### config.mk
export PLATFORM = sky130hd
export DESIGN_NAME = arbiter_puf_ctrl
export DESIGN_NICKNAME = d
export VERILOG_FILES = /design/src/rtl/arbiter_puf_ctrl.sv
export SDC_FILE = /design/constraint.sdc
export NUM_CORES = 1
export LEC_CHECK = 0
export BUFFER_PORTS_ARGS = -buffer_cell sky130_fd_sc_hd__buf_2
export CORE_ASPECT_RATIO = 0.75
export CORE_UTILIZATION = 40
export DETAILED_ROUTE_END_ITERATION = 16
export GPL_ROUTABILITY_DRIVEN = 1
export HOLD_SLACK_MARGIN = 0.12
export PLACE_DENSITY_LB_ADDON = 0.15
export SLEW_MARGIN = 20
export SYNTH_ARGS = -nofsm -noshare
export SYNTH_HDL_FRONTEND = slang
export SYNTH_SLANG_ARGS = --single-unit
export TNS_END_PERCENT = 5
### constraint.sdc
create_clock -name clk -period 6.12 [get_ports clk]
set_input_delay 1.224 -clock clk [delete_from_list [all_inputs] [get_ports clk]]
set_output_delay 1.224 -clock clk [all_outputs]
set_load 0.01 [all_outputs]
### src/rtl/arbiter_puf_ctrl.sv
// Sequencer for an arbiter-PUF array: launches NUM_CH races per request, synchronises
// the raw arbiter outputs and, in vote mode, majority-votes NUM_EVAL evaluations per channel.
module arbiter_puf_ctrl #(
  parameter int CHAL_W     = 8,
  parameter int NUM_CH     = 8,
  parameter int NUM_EVAL   = 5,
  parameter int SETTLE_CYC = 4
) (
  input  logic                     clk,
  input  logic                     rst,
  input  logic                     req_valid,
  output logic                     req_ready,
  input  logic [CHAL_W-1:0]        req_challenge,
  input  logic                     req_mode,
  output logic                     puf_pulse,
  output logic [NUM_CH*CHAL_W-1:0] puf_challenge,
  input  logic [NUM_CH-1:0]        puf_resp,
  output logic                     rsp_valid,
  input  logic                     rsp_ready,
  output logic [NUM_CH-1:0]        rsp_data,
  output logic [NUM_CH-1:0]        rsp_unstable,
  output logic                     busy
);

  localparam int CW = $clog2(NUM_EVAL + 1);
  localparam int TW = $clog2(SETTLE_CYC + 2);
  localparam logic [TW-1:0] SETTLE_LAST = TW'(SETTLE_CYC - 1);
  localparam logic [TW-1:0] FIRE_LAST   = TW'(SETTLE_CYC + 1);
  localparam logic [CW-1:0] EVAL_VOTE   = CW'(NUM_EVAL);

  typedef enum logic [2:0] {IDLE, ARM, FIRE, SAMPLE, DROP, VOTE, RESP} state_t;

  state_t                     state_q, state_d;
  logic [TW-1:0]              tmr_q, tmr_d;
  logic [CW-1:0]              eval_q, eval_d;
  logic                       mode_q, mode_d;
  logic [NUM_CH*CHAL_W-1:0]   chal_q, chal_d;
  logic [NUM_CH*CHAL_W-1:0]   chal_rot;
  logic [NUM_CH-1:0]          sync1_q, sync2_q;
  logic [NUM_CH-1:0]          vote_bit, unst_bit;
  logic [NUM_CH-1:0]          data_q, unst_q;
  logic                       pulse_q;
  logic [CW-1:0]              e_val;
  logic                       accept;
  logic                       clr_cnt;

  assign e_val   = mode_q ? EVAL_VOTE : CW'(1);
  assign accept  = (state_q == IDLE) && req_valid;
  assign clr_cnt = accept || (state_q == VOTE);

  // Channel k gets the base challenge rotated left by k: top half of the doubled word shifted.
  for (genvar gi = 0; gi < NUM_CH; gi++) begin : g_rot
    localparam int R = gi % CHAL_W;
    logic [2*CHAL_W-1:0] dbl;
    assign dbl = {req_challenge, req_challenge} << R;
    assign chal_rot[gi*CHAL_W +: CHAL_W] = dbl[2*CHAL_W-1 -: CHAL_W];
  end

  for (genvar gi = 0; gi < NUM_CH; gi++) begin : g_vote
    logic [CW-1:0] cnt_q;
    logic [CW:0]   twice;
    always_ff @(posedge clk or posedge rst) begin
      if (rst)                    cnt_q <= '0;
      else if (clr_cnt)           cnt_q <= '0;
      else if (state_q == SAMPLE) cnt_q <= cnt_q + CW'(sync2_q[gi]);
    end
    assign twice        = {cnt_q, 1'b0};
    assign vote_bit[gi] = twice > {1'b0, e_val};
    assign unst_bit[gi] = (cnt_q != '0) && (cnt_q != e_val);
  end

  always_comb begin
    state_d = state_q;
    tmr_d   = tmr_q + TW'(1);
    eval_d  = eval_q;
    mode_d  = mode_q;
    chal_d  = chal_q;
    case (state_q)
      IDLE: begin
        tmr_d = '0;
        if (req_valid) begin
          state_d = ARM;
          mode_d  = req_mode;
          chal_d  = chal_rot;
          eval_d  = '0;
        end
      end
      ARM: if (tmr_q == SETTLE_LAST) begin
        tmr_d   = '0;
        state_d = FIRE;
      end
      FIRE: if (tmr_q == FIRE_LAST) begin
        tmr_d   = '0;
        state_d = SAMPLE;
      end
      SAMPLE: begin
        tmr_d   = '0;
        eval_d  = eval_q + CW'(1);
        state_d = DROP;
      end
      DROP: if (tmr_q == SETTLE_LAST) begin
        tmr_d   = '0;
        state_d = (eval_q < e_val) ? FIRE : VOTE;
      end
      VOTE: begin
        tmr_d   = '0;
        eval_d  = '0;
        state_d = RESP;
      end
      RESP: begin
        tmr_d = '0;
        if (rsp_ready) state_d = IDLE;
      end
      default: begin
        tmr_d   = '0;
        state_d = IDLE;
      end
    endcase
  end

  always_ff @(posedge clk or posedge rst) begin
    if (rst) begin
      state_q <= IDLE;
      tmr_q   <= '0;
      eval_q  <= '0;
      mode_q  <= 1'b0;
      chal_q  <= '0;
      sync1_q <= '0;
      sync2_q <= '0;
      data_q  <= '0;
      unst_q  <= '0;
      pulse_q <= 1'b0;
    end else begin
      state_q <= state_d;
      tmr_q   <= tmr_d;
      eval_q  <= eval_d;
      mode_q  <= mode_d;
      chal_q  <= chal_d;
      sync1_q <= puf_resp;
      sync2_q <= sync1_q;
      // Pulse is decoded from the next state so the flop lines up with FIRE/SAMPLE exactly.
      pulse_q <= (state_d == FIRE) || (state_d == SAMPLE);
      if (state_q == VOTE) begin
        data_q <= vote_bit;
        unst_q <= unst_bit;
      end
    end
  end

  assign req_ready     = (state_q == IDLE);
  assign busy          = (state_q != IDLE);
  assign rsp_valid     = (state_q == RESP);
  assign puf_pulse     = pulse_q;
  assign puf_challenge = chal_q;
  assign rsp_data      = data_q;
  assign rsp_unstable  = unst_q;

endmodule
==> metrics.cfg <==
[timing]
finalCriticalPeriod_ns=2.85
finalMaxSlewViolations=0
hold_viol_final=0
worst_slew_pin_slew_ns=0.941
finalSetupViolCount=0
post-route-period-util=0.465
slew-limit-headroom=0.373
grt_setup_unrepaired=no
max_freq_mhz=351
hold_slack_ns=0.346
skew_ns=0.00882
fin_tns_setup_ns=0

[outcome]
status=finished, final reports clean

[finish]
final_cell_area_mm2=0.00433
fillers=876
fin_util=0.469
drive_gt1_frac=0.337
layout_common_cells=buf_2, dfrtp_1, nor2_1, ha_1, a21oi_1
final_common_cell=buf_2
layout.nets=442
syn_to_final_growth_pct=12.0
n_antenna_cell=0

[power_and_ir_drop]
p_clk_frac=0.227
total_leakage_power_uw=0.00217
pwr-share-comb=0.397
p_per_area_mw_per_mm2=532
vdd_ir_drop_max_mv=0.181
power_uw=2300
intPower_uw=1390
seqPwrFrac=0.376
power.switching_uw=909
p_sw_frac=0.395

[clock_network]
insertion_delay_ns=0.34
hold_buffers=0
root_buffer=clkbuf_16
cts_resized=0
cts_sinks=75
postCtsSetupBuffers=0
cts_tree=yes
ctsLongestPathBuffers=2
htreeDepth=3
path_clk_slew_ns=0.06
numCtsBuffers=9

[placed_design]
place.gp.congestion=0.790
port-buffer-count=104
hpwl_mm=4.49
place_area_mm2=0.00404

[route]
top_layer=met4
wl_per_cell_um=13.3
first_iter_violations=124
wl_met1_mm=3.35
dr_wl_met2_mm=3.27
vias=2492
drc=0
wl_met3_um=251
dr.pass1.iters=4
route.antenna.remaining_nets=0
wirelength_mm=6.96
via_per_inst=4.76

[synth]
syn-num-nets=398
netlist_area_mm2=0.00387
seq_area_frac_synth=0.485
syn_avg_cell_area_um2=11.2
syn_inst=346
ys_warn_count=0
synthDistinctLibCells=39
ys_seq_elements=75

[floorplanning]
start_util=0.419
core_mm2=0.00923
rows=30
dieArea_mm2=0.0101
die_y_um=87.2
ios=105
die_width_um=116

[setup_path]
rr_startpoint=state_q[0]$_DFF_PP0_
endpoint_kind=output pin
path_max_fanout=20
crit_start=state_q[0]$_DFF_PP0_
critPathLaunchType=flip-flop
crit_type=reg -> out
arrival_ns=1.62
worstPathRequired_ns=4.90

[global_routing]
antenna_found_initial=0
first_global_vias=2282
grt_overflow_total=0
grt_first_pass_wirelength_mm=11.4
grt_usage=0.153
grt_max_degree=76

[hold_path]
hold_class=reg -> reg
hold_start=sync1_q[0]$_DFF_PP0_

[flow_run]
cap_violations=0

path summary, 6_finish.rpt:
path	endpoint	slack (ns)	cells after the start
max	req_ready	3.27	3
min	sync2_q[0]$_DFF_PP0_	0.35	0
max reg2reg	eval_q[0]$_DFFE_PP0P_	3.76	3
min reg2reg	sync2_q[0]$_DFF_PP0_	0.35	0
max in group asynchronous	g_vote[4].cnt_q[0]$_DFFE_PP0P_	4.33	3
min in group asynchronous	tmr_q[0]$_DFF_PP0_	1.18	3
final cells by class:
class / instances / area [µm²] / area share
sequential: 75 / 1880 / 0.433
tap: 128 / 160 / 0.0370
inverter: 9 / 33.8 / 0.00780
clock buffer: 11 / 233 / 0.0537
timing repair buffer: 106 / 536 / 0.124
clock inverter: 5 / 63.8 / 0.0147
multi-input combinational: 189 / 1430 / 0.330
per-layer routing:
layer,up-vias,track usage
li1,1242,-
met1,1197,0.197
met2,44,0.235
met3,9,0.0550
met4,0,0.0614
met5,-,0
Yosys cell counts:
cell type   n  area share
a2111oi_0   8       0.018
a211o_1     1      0.0023
a211oi_1    1      0.0019
a21o_1      1      0.0019
a21oi_1    20       0.026
a21oi_2     1      0.0023
a22o_1     17       0.038
a31oi_1     9       0.015
and2_1      1      0.0016
and3b_1     2      0.0045
buf_2       5      0.0065
buf_4      60        0.12
buf_6       3      0.0087
clkbuf_1    5      0.0049
dfrtp_1    75        0.49
ha_1       31        0.10
inv_1       9      0.0087
mux2_2      9       0.026
nand2_1    10      0.0097
nand2b_1   10       0.016
nand3_1     2      0.0026
nand3b_1    1      0.0019
nand3b_4    1      0.0052
nor2_1     34       0.033
nor2b_1     1      0.0016
nor3_1      3      0.0039
nor3b_1     1      0.0019
nor4b_4     1      0.0061
o2111ai_1   2      0.0045
o211ai_1    1      0.0019
o21a_1      1      0.0019
o21ai_0     3      0.0039
o2bb2ai_1   1      0.0023
o311a_1     1      0.0026
o31a_1      1      0.0023
o41ai_1     1      0.0023
or3_1       3      0.0049
xnor2_1     1      0.0023
xor2_1      9       0.020
logic make-up after synthesis:
logic type,synth area share
fa+ha+maj,0.100
simple gates,0.0932
compound gates,0.127
mux,0.0262
buf+inv,0.145
xor+xnor,0.0226
flops,0.485
power by group through the flow:
stage / sequential (µW) / combinational, µW / clock (µW)
floorplan: 839 / 857 / 0
global placement: 868 / 918 / 0
detailed placement: 875 / 930 / 0
CTS: 867 / 934 / 542
global route: 905 / 1040 / 564
finish: 865 / 914 / 523
flip-flops by register name, indices dropped and copies added (netlist names):
signal / flops
eval_q: 3
g_vote.cnt_q: 24
mode_q: 1
puf_challenge: 8
puf_pulse: 1
rsp_data: 8
rsp_unstable: 8
state_q: 3
sync1_q: 8
sync2_q: 8
tmr_q: 3
stage by stage:
stage / setup slack [ns] / instances
after global placement: 3.20 / 507
after floorplan: 2.99 / 346
after global routing: 3.10 / 523
after CTS: 3.26 / 523
after detailed placement: 3.15 / 507
final: 3.27 / 523
worst max-delay path, stage by stage, from the launching register on:
cell and delay (ns):
dfrtp_1 0.64, or3_1 0.48, inv_1 0.06, buf_2 0.12
Note: power is estimated with default switching activity, not from simulation.
